File: src/rtl/ps2_tone_scheduler.sv
// PS/2 scan-code decoder for eight piano keys with a highest-pitch arbiter
// and a half-period divider that drives the square-wave tone output.
module ps2_tone_scheduler #(
    parameter int unsigned SIM_SHIFT = 0,
    parameter int unsigned DIV_W     = 17
) (
    input  logic       clk,
    input  logic       reset,
    input  logic       byte_valid,
    input  logic [7:0] byte_data,
    output logic [7:0] held,
    output logic       note_active,
    output logic [2:0] note_idx,
    output logic       tone
);

    localparam int unsigned HP_C4 = 95556;
    localparam int unsigned HP_D4 = 85132;
    localparam int unsigned HP_E4 = 75844;
    localparam int unsigned HP_F4 = 71586;
    localparam int unsigned HP_G4 = 63776;
    localparam int unsigned HP_A4 = 56818;
    localparam int unsigned HP_B4 = 50620;
    localparam int unsigned HP_C5 = 47778;

    localparam logic [7:0] CODE_BRK = 8'hF0;
    localparam logic [7:0] CODE_EXT = 8'hE0;

    typedef enum logic [1:0] {
        S_IDLE    = 2'd0,
        S_BRK     = 2'd1,
        S_EXT     = 2'd2,
        S_EXT_BRK = 2'd3
    } state_t;

    state_t           state;
    state_t           state_nxt;
    logic             key_hit;
    logic [2:0]       key_idx;
    logic [7:0]       set_mask;
    logic [7:0]       clr_mask;
    logic             any_held;
    logic [2:0]       sel_idx;
    logic [DIV_W-1:0] cnt;
    logic [DIV_W-1:0] hp;

    function automatic logic [DIV_W-1:0] hp_of(input logic [2:0] idx);
        case (idx)
            3'd0:    return DIV_W'(HP_C4 >> SIM_SHIFT);
            3'd1:    return DIV_W'(HP_D4 >> SIM_SHIFT);
            3'd2:    return DIV_W'(HP_E4 >> SIM_SHIFT);
            3'd3:    return DIV_W'(HP_F4 >> SIM_SHIFT);
            3'd4:    return DIV_W'(HP_G4 >> SIM_SHIFT);
            3'd5:    return DIV_W'(HP_A4 >> SIM_SHIFT);
            3'd6:    return DIV_W'(HP_B4 >> SIM_SHIFT);
            default: return DIV_W'(HP_C5 >> SIM_SHIFT);
        endcase
    endfunction

    // Scan-code to piano key lookup
    always_comb begin
        key_hit = 1'b1;
        key_idx = 3'd0;
        case (byte_data)
            8'h1C:   key_idx = 3'd0;
            8'h1B:   key_idx = 3'd1;
            8'h23:   key_idx = 3'd2;
            8'h2B:   key_idx = 3'd3;
            8'h34:   key_idx = 3'd4;
            8'h33:   key_idx = 3'd5;
            8'h3B:   key_idx = 3'd6;
            8'h42:   key_idx = 3'd7;
            default: key_hit = 1'b0;
        endcase
    end

    always_ff @(posedge clk or negedge reset) begin
        if (!reset) state <= S_IDLE;
        else        state <= state_nxt;
    end

    always_comb begin
        state_nxt = state;
        if (byte_valid) begin
            case (state)
                S_IDLE: begin
                    if (byte_data == CODE_BRK)      state_nxt = S_BRK;
                    else if (byte_data == CODE_EXT) state_nxt = S_EXT;
                end
                S_BRK:     state_nxt = S_IDLE;
                S_EXT:     state_nxt = (byte_data == CODE_BRK) ? S_EXT_BRK : S_IDLE;
                default:   state_nxt = S_IDLE;
            endcase
        end
    end

    // Extended sequences fall through here with empty masks
    always_comb begin
        set_mask = 8'h00;
        clr_mask = 8'h00;
        if (byte_valid && key_hit) begin
            if (state == S_IDLE)     set_mask[key_idx] = 1'b1;
            else if (state == S_BRK) clr_mask[key_idx] = 1'b1;
        end
    end

    always_ff @(posedge clk or negedge reset) begin
        if (!reset) held <= 8'h00;
        else        held <= (held | set_mask) & ~clr_mask;
    end

    // Highest set index wins
    always_comb begin
        any_held = |held;
        sel_idx  = 3'd0;
        for (int i = 0; i < 8; i++) begin
            if (held[i]) sel_idx = 3'(i);
        end
    end

    assign hp = hp_of(note_idx);

    always_ff @(posedge clk or negedge reset) begin
        if (!reset) begin
            note_active <= 1'b0;
            note_idx    <= 3'd0;
            cnt         <= '0;
            tone        <= 1'b0;
        end else begin
            note_active <= any_held;
            note_idx    <= sel_idx;
            if (!any_held) begin
                cnt  <= '0;
                tone <= 1'b0;
            end else if (!note_active || (sel_idx != note_idx)) begin
                // Restart the period; level is kept across a note change
                cnt  <= '0;
                tone <= note_active ? tone : 1'b0;
            end else if (cnt == hp - DIV_W'(1)) begin
                cnt  <= '0;
                tone <= ~tone;
            end else begin
                cnt  <= cnt + DIV_W'(1);
            end
        end
    end

endmodule
File: config.mk
export PLATFORM = sky130hd
export DESIGN_NAME = ps2_tone_scheduler
export DESIGN_NICKNAME = d
export VERILOG_FILES = /design/src/rtl/ps2_tone_scheduler.sv
export SDC_FILE = /design/constraint.sdc
export NUM_CORES = 1
export LEC_CHECK = 0
export ABC_AREA = 1
export ABC_CLOCK_PERIOD_IN_PS = 2600
export CAP_MARGIN = 20
export CORE_ASPECT_RATIO = 1.25
export CORE_MARGIN = 5
export CORE_UTILIZATION = 55
export CTS_BUF_LIST = sky130_fd_sc_hd__clkbuf_2 sky130_fd_sc_hd__clkbuf_4 sky130_fd_sc_hd__clkbuf_8
export DETAILED_ROUTE_END_ITERATION = 10
export PLACE_DENSITY_LB_ADDON = 0.2
export SLEW_MARGIN = 20
export SYNTH_ARGS = -nofsm -noshare
export SYNTH_HDL_FRONTEND = slang
export SYNTH_SLANG_ARGS = --single-unit
File: constraint.sdc
create_clock -name clk -period 2.6 [get_ports clk]
set_input_delay 0.39 -clock clk [delete_from_list [all_inputs] [get_ports clk]]
set_output_delay 0.39 -clock clk [all_outputs]
set_load 0.01 [all_outputs]
==> results of run 1 <==
-- power groups by stage --
stage	logic (mW)	registers (mW)	clock network, mW
after floorplan	0.228	0.657	0
after global placement	0.335	0.683	0
after detailed placement	0.340	0.685	0
after CTS	0.342	0.676	0.486
after global routing	0.393	0.688	0.509
final	0.342	0.675	0.478
-- worst max-delay path: cells and delay by family (launching register included) --
| family | cells | cell delay (ns) |
|---|---|---|
| flops | 1 | 0.51 |
| fa+ha+maj | 1 | 0.29 |
| compound gates | 1 | 0.14 |
| simple gates | 11 | 1.22 |
| buf+inv | 1 | 0.05 |
-- layout make-up --
cell class	instances	area, um2
fillers	359	1390
multi-input cells	265	1230
flip-flops and latches	32	801
repair buffers	27	260
inverters	55	206
well taps	56	70.1
clock buffers	5	68.8
clock inverters	3	42.5
-- synthesized netlist by cell type --
library cell  count  area (um2)
nand2_2           4        25.0
buf_4             1        7.51
and2_2            1        7.51
nand3b_1          2        15.0
nand4_1          13        81.3
nor2_2            3        18.8
nor4_1            2        12.5
xor2_1            7        61.3
inv_1            53         199
buf_6             3        33.8
a21boi_0          1        7.51
nor2_1           51         191
xnor2_1           2        17.5
nand2_1         108         405
nand2_4           1        11.3
nor3_1           13        65.1
or2_2             1        6.26
inv_2             2        7.51
ha_1              2        25.0
or2_1             1        6.26
o21ai_0          12        60.1
dfrtp_1          32         801
buf_1             1        3.75
a21oi_1           4        20.0
nand3_1          35         175
o21bai_1          2        15.0
-- metrics by stage --
| stage | power (mW) | instance area (um2) |
|---|---|---|
| global placement | 1.02 | 2560 |
| global route | 1.59 | 2680 |
| CTS | 1.50 | 2680 |
| floorplan | 0.884 | 2280 |
| detailed placement | 1.03 | 2560 |
| finish | 1.49 | 2680 |
-- final timing paths --
path                             start  endpoint  cells after the start
min reg2reg                   state[1]  state[1]                      2
max in group asynchronous        reset   cnt[10]                      2
min in group clk              state[1]  state[1]                      2
max reg2reg                note_idx[1]      tone                     14
min                              reset   held[5]                      2
max                        note_idx[1]      tone                     14
-- routing by layer --
layer | GRT usage [%] | wire length [um] | vias up | share of wire, %
li1 | - | - | 1178 | -
met1 | 25.0 | 2190 | 1062 | 38
met2 | 45.5 | 3200 | 66 | 56
met3 | 4.10 | 208 | 11 | 3.6
met4 | 6.69 | 114 | 0 | 2.0
met5 | 0 | 0 | - | 0
-- state kept, by name, summed over array words and instances, names as in the netlist --
| signal | cells |
|---|---|
| note_idx | 3 |
| note_active | 1 |
| tone | 1 |
| cnt | 17 |
| held | 8 |
| state | 2 |
-- logic make-up after synthesis --
logic type	Yosys count
AOI/OAI and AO/OA	19
xor gates and xnor gates	9
buffers and inverters	60
and+or+nand+nor	235
DFF	32
adders and majority gates	2
==> impl_metrics.toml, run 1 <==
[status]
status = "complete, no violations"

[yosys]
ys_warn_count = 0
syn_area_per_cell_um2 = 6.39
ys_ff_latch = 32
synthXorXnorAreaFrac_pct = 3.46
synth-simple-area-share_pct = 44.8
synth-compound-area-share_pct = 4.50
syn-num-nets = 370
synthCells = 357
synth_fa_ha_area_share_pct = 1.10
netlist_area_um2 = 2280
yosys-mux-area-fraction_pct = 0
ys_seq_area_share_pct = 35.1
synth_cell_type_count = 26
synth_top_family_by_area = "simple AND/OR/NAND/NOR gates"

[drt]
vias = 2317
wl_per_cell_um = 12.9
drt-initial-drc-count = 127
route.detailed.drc = 0
viasPerCell = 5.23
postRouteAntennaNets = 0
wirelength_um = 5710
dr.pass1.iters = 4

[final_layout]
fin_util_pct = 65.9
syn2layout_area_growth_pct = 17.6
drive_gt1_share_pct = 6.20
antennaDiodeCount = 0
layout_commonest_cell = "nand2_1"
nNetsFinal = 399
final_cell_count_no_fill = 443
layout_common_cells = "nand2_1 (108), inv_1 (53), nor2_1 (51)"

[clocking]
worstSkewPairLatency_ns = 0.29
cts_buffers = 5
cts_num_sinks = 32
post-cts-setup-buffers = 0
clk_path_buf_depth = 2
path_clk_slew_ns = 0.07
htreeDepth = 2
cts_root_buf = "clkbuf_8"
cts_resized = 0
cts_tree = "done"
holdBufCountCts = 0

[placement]
place_congestion = 0.927
port_buffers = 23
pre_cts_ws_ns = 0.225
dp_cells = 435
dp_hpwl_um = 4490

[run]
drv_cap = 0

[floorplan]
placementRows = 26
start_util_pct = 56.1
dieArea_um2 = 5540
pin_count = 24
dieHeight_um = 82.0
die_w_um = 67.6
fp.coreArea_um2 = 4070

[critical_path]
critPathSlowestCell = "dfrtp_1"
cp_common_cell = "nand2_1"
critical_path_class = "register to register"
cp.arrival_ns = 2.51
reg2reg_slack_ns = 0.27
cpPeakStageDelay_ns = 0.51
path_max_fanout = 19
worstSetupEndpointType = "register"
cp_cell_sequence = "nand2_1, nand2_1, inv_1, ha_1, a21oi_1, nand3_1, nor2_1, nand2_1, nor2_1, nand3_1, nand2_4, nand2_1, nand2_1, nand2_1"
cp.required_ns = 2.78
startpoint_type = "register"

[sta]
slew_violations = 0
worst_slew_pin_slew_ns = 0.562
hold_slack_ns = 0.490
rsz0062_at_grt = "false"
setup_tns_ns = 0
period_needed_ns = 2.33
setup_viol = 0
fmax_ghz = 0.430
fin_ws_ns = 0.275
maxSlewHeadroom_pct = 62.4
hold_viol = 0
min_period_over_period_pct = 89.4
skew_ns = 0.00760

[global_route]
track_usage_pct = 23.4
grt_max_degree = 33
grt_antenna_before_repair = 0
grt_pass1_vias = 2202
grt_pass1_wl_um = 9730
grt_overflow = 0

[pwr]
power_frac_comb_pct = 22.9
peakVddDrop_mv = 0.371
switching_share_pct = 33.0
p_sw_mw = 0.494
p_per_area_nw_per_um2 = 557
sequentialPowerShare_pct = 45.2
p_int_mw = 1.00
p_leak_nw = 1.36
pwr-share-clk_pct = 31.9

[hold_path]
hold_path.class = "input port to asynchronous set/reset pin"
Note: power is estimated with default switching activity, not from simulation.
==> inputs of run 2 (changes only) <==
CORE_MARGIN = 2   (was 5)
==> impl_metrics.toml, run 2 (same netlist as run 1, synthesis figures left out) <==
[drt]
vias = 2294
route.detailed.drc = 0
dr.pass1.iters = 5
wl_per_cell_um = 12.2
postRouteAntennaNets = 0
drt-initial-drc-count = 83
wirelength_um = 5370
viasPerCell = 5.19

[critical_path]
critPathCapture = "tone"
path_max_fanout = 19
r2r-end = "tone"
r2r_cells = 14
cp.arrival_ns = 2.54
rr_startpoint = "note_idx[1]"
reg2reg_slack_ns = 0.24
worstSetupEndpointType = "register"
cp.required_ns = 2.78
cp-startpoint = "note_idx[1]"
startpoint_type = "register"
critical_path_class = "register to register"

[clocking]
cts_num_sinks = 32
htreeDepth = 2
cts_buffers = 5
clk_path_buf_depth = 2
cts_root_buf = "clkbuf_8"
holdBufCountCts = 0
cts_tree = "done"
worstSkewPairLatency_ns = 0.29
path_clk_slew_ns = 0.07

[pwr]
p_per_area_nw_per_um2 = 525
peakVddDrop_mv = 0.304
finalPower_mw = 1.39
p_leak_nw = 1.35

[global_route]
grt_antenna_before_repair = 0
track_usage_pct = 25.2
grt_pass1_wl_um = 9100
grt_pass1_vias = 2147
grt_max_degree = 33
grt_overflow = 0

[final_layout]
layout_commonest_cell = "nand2_1"
fillCellCount = 389
drive_gt1_share_pct = 5.96
largest_reg_flops = 17
layout_common_cells = "nand2_1 (108), inv_1 (53), nor2_1 (51)"
register_area_um2 = 801
syn2layout_area_growth_pct = 16.2
reg_top3 = "cnt: 17 flops, held: 8 flops, note_idx: 3 flops"
max_flop_register = "cnt"
antennaDiodeCount = 0
nNetsFinal = 398
multi_input_area_um2 = 1230

[sta]
maxSlewHeadroom_pct = 64.0
min_period_over_period_pct = 90.9
period_needed_ns = 2.36
hold_viol = 0
skew_ns = 0.00578
setup_tns_ns = 0
fmax_ghz = 0.423
slew_violations = 0
setup_viol = 0
worst_slew_pin_slew_ns = 0.538
rsz0062_at_grt = "false"

[run]
drv_cap = 0

[floorplan]
start_util_pct = 56.5
dieArea_um2 = 4680
fp.coreArea_um2 = 4030
die_w_um = 61.6
pin_count = 24
dieHeight_um = 76.0
placementRows = 26

[placement]
dp_hpwl_um = 4330
place_congestion = 0.895
port_buffers = 23

[hold_path]
hold_path.class = "input port to asynchronous set/reset pin"

[status]
status = "complete, no violations"
==> run 2: cell count changes in the layout (fill, tap and decap cells not counted), sizes merged <==
| cell | delta |
|---|---|
| clkinvlp | -1 |
| clkinv | +2 |
| buf | -1 |
| bufinv | -1 |
==> run 2: worst min path at each step <==
stage                          end  slack [ns]  cells after the start
final                     state[0]        0.49                      2
after global routing      state[1]        0.55                      2
after CTS                 state[0]        0.51                      2
after detailed placement  state[1]        0.52                      2
after global placement        tone        0.50                      2
after floorplan             cnt[0]        0.09                      0
==> run 2: timing repair <==
action / CTS / global route
setup endpoints to repair: 0 / 1
gates resized for setup: 0 / 1
setup buffers: 0 / 0
==> run 2: worst max-delay path, cell delays in order (launching register included) <==
cell	delay, ns
dfrtp_1	0.53
nand2_1	0.21
nand2_1	0.15
inv_1	0.05
ha_1	0.29
a21oi_1	0.15
nand3_1	0.09
nor2_1	0.10
nand2_1	0.05
nor2_1	0.10
nand3_1	0.12
nand2_4	0.19
nand2_1	0.08
nand2_1	0.07
nand2_1	0.05
==> run 2: power breakdown <==
part           leakage (nW)  switching, mW  internal (mW)
Sequential            0.375          0.102          0.575
Clock                0.0479          0.188          0.186
Combinational         0.930          0.198          0.142
Total                  1.35          0.488          0.903
==> run 2: final cells by class <==
| class | instances | area share [%] |
|---|---|---|
| multi-input cells | 265 | 46.5 |
| flip-flops and latches | 32 | 30.2 |
| repair buffers | 26 | 9.54 |
| inverters | 55 | 7.79 |
| well taps | 56 | 2.64 |
| clock buffers | 5 | 2.60 |
| clock inverters | 3 | 0.708 |
==> run 2: through the flow <==
| stage | cells | instance area [um2] | util, % | hold WS (ns) | worst slack (ns) |
|---|---|---|---|---|---|
| after floorplan | 357 | 2280 | - | 0.0944 | 0.561 |
| after global placement | 434 | 2560 | 63.4 | 0.496 | 0.311 |
| after detailed placement | 434 | 2560 | 63.4 | 0.516 | 0.190 |
| after CTS | 442 | 2650 | 65.6 | 0.508 | 0.171 |
| after global routing | 442 | 2650 | 65.7 | 0.553 | 0.0374 |
| final | 442 | 2650 | 65.7 | 0.490 | 0.238 |
==> run 2: layer usage <==
layer	track usage, %	part of all wire (%)	vias up
met5	0	0	-
met4	10.2	2.9	0
met3	4.41	4.5	16
met2	45.9	55	73
met1	27.0	38	1021
li1	-	-	1184
